<file path="src/rtl/encryptor_top.sv">
// Niederreiter syndrome encryptor: byte-serial message load, bit-serial XOR of LFSR-generated key columns.
// Latency: done rises 320 edges after the edge that samples start. No backpressure: wr_en/start in RUN are dropped.
// Optional ENC_BUSY_EN adds a busy output that is high while the engine is running.
module encryptor_top #(
   parameter int              MSG_BYTES = 40,
   parameter int              CT_W      = 297,
   parameter logic [CT_W-1:0] SEED      = 297'h1_2345_6789_ABCD_EF01
) (
   input  logic            clk,
   input  logic            rst_b,
   input  logic [7:0]      plaintext,
   input  logic            wr_en,
   input  logic            start,
   output logic [CT_W-1:0] ciphertext,
   output logic            done
`ifdef ENC_BUSY_EN
   ,
   output logic            busy
`endif
);

   localparam int MW = 8 * MSG_BYTES;
   localparam int CW = $clog2(MW);
   localparam int PW = $clog2(MSG_BYTES + 1);

   typedef enum logic [1:0] {IDLE, RUN, DONE} state_t;

   state_t                      state, state_nxt;
   logic [MSG_BYTES-1:0][7:0]   msg;
   logic [MW-1:0]               msg_flat;
   logic [PW-1:0]               wp;
   logic [CW-1:0]               cnt;
   logic [CT_W-1:0]             acc, lfsr;
   logic [CT_W-1:0]             acc_nxt, lfsr_nxt;
   logic [CW-1:0]               bit_idx;
   logic [PW-1:0]               byte_idx;
   logic                        msg_bit, last_bit, launch, wr_ok;

   // Byte p lands at the top of the flat buffer, so it is packed entry MSG_BYTES-1-p.
   assign msg_flat = msg;
   assign bit_idx  = CW'(MW - 1) - cnt;
   assign byte_idx = PW'(MSG_BYTES - 1) - wp;
   assign msg_bit  = msg_flat[bit_idx];

   assign launch   = (state != RUN) && start;
   assign wr_ok    = (state != RUN) && !start && wr_en && (wp != PW'(MSG_BYTES));
   assign last_bit = (state == RUN) && (cnt == CW'(MW - 1));

   assign acc_nxt  = msg_bit ? (acc ^ lfsr) : acc;
   assign lfsr_nxt = {lfsr[CT_W-2:0], lfsr[CT_W-1] ^ lfsr[CT_W-6]};

`ifdef ENC_BUSY_EN
   assign busy = (state == RUN);
`endif

   always_ff @(posedge clk or negedge rst_b) begin
      if (!rst_b) begin
         state <= IDLE;
      end else begin
         state <= state_nxt;
      end
   end

   always_comb begin
      state_nxt = state;
      case (state)
         IDLE: begin
            if (start) state_nxt = RUN;
         end
         RUN: begin
            if (last_bit) state_nxt = DONE;
         end
         DONE: begin
            if (start)      state_nxt = RUN;
            else if (wr_en) state_nxt = IDLE;
         end
         default: state_nxt = IDLE;
      endcase
   end

   always_ff @(posedge clk or negedge rst_b) begin
      if (!rst_b) begin
         acc        <= '0;
         lfsr       <= SEED;
         cnt        <= '0;
         ciphertext <= '0;
         done       <= 1'b0;
      end else if (launch) begin
         acc  <= '0;
         lfsr <= SEED;
         cnt  <= '0;
         done <= 1'b0;
      end else if (state == RUN) begin
         acc  <= acc_nxt;
         lfsr <= lfsr_nxt;
         cnt  <= cnt + 1'b1;
         // acc_nxt already folds in the final message bit.
         if (last_bit) begin
            ciphertext <= acc_nxt;
            done       <= 1'b1;
         end
      end else if (wr_en) begin
         done <= 1'b0;
      end
   end

   always_ff @(posedge clk or negedge rst_b) begin
      if (!rst_b) begin
         msg <= '0;
         wp  <= '0;
      end else if (last_bit) begin
         wp <= '0;
      end else if (wr_ok) begin
         msg[byte_idx] <= plaintext;
         wp            <= wp + 1'b1;
      end
   end

endmodule

</file>
<file path="config.mk">
export PLATFORM = sky130hd
export DESIGN_NAME = encryptor_top
export DESIGN_NICKNAME = d
export VERILOG_FILES = /design/src/rtl/encryptor_top.sv
export SDC_FILE = /design/constraint.sdc
export NUM_CORES = 2
export LEC_CHECK = 0
export ABC_AREA = 1
export BUFFER_PORTS_ARGS = -buffer_cell sky130_fd_sc_hd__buf_2
export CORE_MARGIN = 8
export CORE_UTILIZATION = 33
export CTS_CLUSTER_DIAMETER = 40
export CTS_CLUSTER_SIZE = 20
export DETAILED_ROUTE_END_ITERATION = 12
export PLACE_DENSITY_LB_ADDON = 0.05
export SLEW_MARGIN = 25
export SYNTH_ARGS = -nofsm -noshare
export SYNTH_HDL_FRONTEND = slang
export SYNTH_SLANG_ARGS = --single-unit
export TNS_END_PERCENT = 5
</file>
<file path="constraint.sdc">
create_clock -name clk -period 3.1 [get_ports clk]
set_input_delay 0.62 -clock clk [delete_from_list [all_inputs] [get_ports clk]]
set_output_delay 0.62 -clock clk [all_outputs]
set_load 0.02 [all_outputs]
</file>
==> impl_results.md <==
- Nets: 7540
- Psw: 21.8 mW
- Routed length per instance: 18.4 microns
- RSZ-0062 raised after global routing: true
- Layout cells sized above 1: 14.6%
- Count of state elements after synthesis: 1229
- Max-cap violations: 0
- Cell Area, Synth: 56500 sq um
- Core Footprint: 171000 sq um
- Vias in the first global route: 48480
- Pin count of the biggest net entering global routing: 209
- First DRT Iteration DRCs: 3418
- Cell count after placement: 9484
- Max Clk Rate: 334 MHz
- Crit path kind: register to register
- Period utilization: 96.4%
- Pint: 43.4 mW
- Clock Sinks: 1229
- Rel. slew slack: 30.7%
- Leakage: 36.2 nW
- Critical-path top delay cell: dfrtp_4
- Layout area overhead: 26.1%
- Final GP Congestion: 0.797
- Total GRT Usage: 19.3%
- Sw frac: 33.5%
- Worst EP required: 3810 ps
- CTS tree: built
- Top cell by count, worst path: nand2_1
- IO buf count: 309
- Worst-path clk slew: 50 ps
- DRC: 0
- Commonest non-fill, non-tap cell in the layout: nand2_1
- First-pass GRT wire length: 287 mm
- Status: completed
- Cells after Synth: 7182
- Clock Root Buffer: clkbuf_16
- Pre-antenna DRT Iters: 7
- Initial antenna violation count: 1
- Synthesis Warnings: 0
- VDD IR max: 505 uV
- DRT antenna net count: 0
- Final core utilization: 41.7%
- Clock latency on the worst-skew pair: 830 ps
- Pins Over Slew Limit: 0
- Comb pwr share: 26.9%
- Maximum clock insertion buffer count: 3
- Tmin final: 2990 ps
- Fill cells: 17037
- Critical Path End Type: register
- Most frequent cells in the layout: 2451 x nand2_1, 1194 x dfrtp_1, 985 x nand3_1, 743 x inv_1, 391 x o21ai_0
- Via count: 48559
- Worst path max stage delay: 540 ps
- Chip Width: 430 microns
- Crit-path max FO: 17
- Startpoint types: register
- Layout Cells excl Fill: 9961
- Synth Net Count: 7201
- Worst-path cell chain: buf_8 > buf_4 > or2_1 > o21ai_0 > a21oi_1 > nor2_1 > nand2_1 > nand3_1 > nand2_1 > a21oi_2 > nand3_4 > buf_12 > buf_12 > clkbuf_16 > nand2_1 > nand2_1 > nand3_1 > nand2_1
- Skew final: 38.9 ps
- Post-synthesis sequential area ratio: 54.5%
- Post-synth cell types: 34
- Die H: 430 microns
- Mean Syn Cell Area: 7.87 sq um
- Arrival time worst endpoint: 3700 ps
- PwrDens: 915 nW/um^2
- Fin. Hold Viols: 0
- Clk pwr share: 41.7%
- Worst slew pin tran: 1040 ps
- I/O pin cnt: 310
- Grt total ovfl: 0
- Sequential share of power: 31.3%
- Routed WL: 183 mm
- Setup violators final: 0
- Die area: 185000 sq um
- Vias per inst: 4.87
- Initial core utilization: 33.1%
- Hold crit path type: primary input to register
- Dpl hpwl: 109 mm
- H-tree Lvls: 4
- Rows: 152
- CTS Buf Count: 235
## through the flow
step / hold WS (ps) / total power [mW] / cell area (sq um) / setup TNS, ps / setup WS [ps]
floorplan: 324 / 31.0 / 56500 / 0 / 774
global placement: 450 / 36.6 / 61600 / -34840 / -165
detailed placement: 454 / 36.9 / 61600 / -45650 / -189
CTS: 38.1 / 65.1 / 70400 / 0 / 15.5
global route: 58.3 / 69.1 / 71300 / -567 / -39.8
finish: 122 / 65.2 / 71300 / 0 / 110
## worst paths after layout
kind,from,endpoint,slack (ps),depth (start not counted)
hold / removal,start,state[1],120,2
setup reg to reg,cnt[0],ciphertext[149],110,18
hold reg to reg,state[0],state[0],460,1
min in group asynchronous,rst_b,msg[149],320,2
max in group asynchronous,rst_b,lfsr[58],1490,3
setup / recovery,cnt[0],ciphertext[149],110,18
## power by group through the flow
stage               Combinational (mW)  Clock (mW)  Sequential [mW]
finish                            17.6        27.2             20.4
global route                      19.7        28.6             20.8
CTS                               16.8        27.9             20.4
detailed placement                16.3           0             20.6
floorplan                         10.7           0             20.2
global placement                  16.0           0             20.6
## cell families (layout without fill, tap and decap cells)
family | after synthesis | after routing | synth area share (%)
other | 0 | 2 | 0
muxes | 1 | 1 | 0.0177
AOI/OAI and AO/OA | 1060 | 1060 | 10.1
DFF | 1229 | 1229 | 54.5
and+or+nand+nor | 3669 | 3670 | 26.7
adders and majority gates | 7 | 7 | 0.155
buffers and inverters | 1213 | 1756 | 8.49
xor gates and xnor gates | 3 | 3 | 0.0465
## worst max-delay path: cells and delay by family, from the launching register on
kind | cells | cell delay, ps
and+or+nand+nor | 10 | 1130
buffers and inverters | 5 | 840
DFF | 1 | 540
AOI/OAI and AO/OA | 3 | 320
## cell usage after synthesis, drive strengths merged
cell type,number,area [sq um]
nand2,2460,9240
nor4,1,6.26
a21oi,324,1620
xor2,1,8.76
o21ai,416,2080
nor3,7,35.0
nor2,180,678
o31ai,1,7.51
nand4,10,62.6
o21a,1,7.51
nor3b,1,7.51
and3,2,12.5
ha,7,87.6
mux2i,1,10.0
clkinv,2,7.51
a32oi,2,17.5
xnor2,2,17.5
buf,156,832
clkbuf,308,1160
dfstp,33,867
o211ai,17,128
inv,747,2800
nand3,1006,5030
or2,2,12.5
o22ai,299,1870
dfrtp,1196,29900
## state kept, by name, summed over array words and instances, names as in the netlist
| name | flops |
|---|---|
| lfsr | 297 |
| done | 1 |
| msg | 320 |
| wp | 6 |
| acc | 297 |
| state | 2 |
| ciphertext | 297 |
| cnt | 9 |
## cell type report
type                            instances  area (sq um)  share of cell area [%]
Sequential cell                      1229         30800                    43.2
Multi-Input combinational cell       4741         21400                    30.1
Clock buffer                          302          6650                    9.33
Timing Repair Buffer                  565          4880                    6.84
Inverter                              749          2850                    3.99
Tap cell                             2233          2790                    3.92
Clock inverter                        140          1890                    2.65
Antenna cell                            2          5.00                 0.00702
## layer usage
metal	share of wire, %	routed length (microns)	track usage [%]	vias up
li1	-	-	-	23935
met1	46	84100	25.5	23428
met2	47	85900	32.0	865
met3	3.6	6520	2.93	331
met4	3.4	6300	7.08	0
met5	0	0	0	-
## timing repair
| action | CTS | global route |
|---|---|---|
| resized for setup | 11 | 125 |
| hold buffers | 7 | 0 |
| buffers inserted | 6 | 6 |
| endpoints found under the hold margin | 93 | 0 |
| cloned | 2 | 11 |
| pin swaps | 4 | 13 |
| endpoints found under the setup margin | 537 | 490 |
No activity file was read; power rests on OpenSTA's default activity.
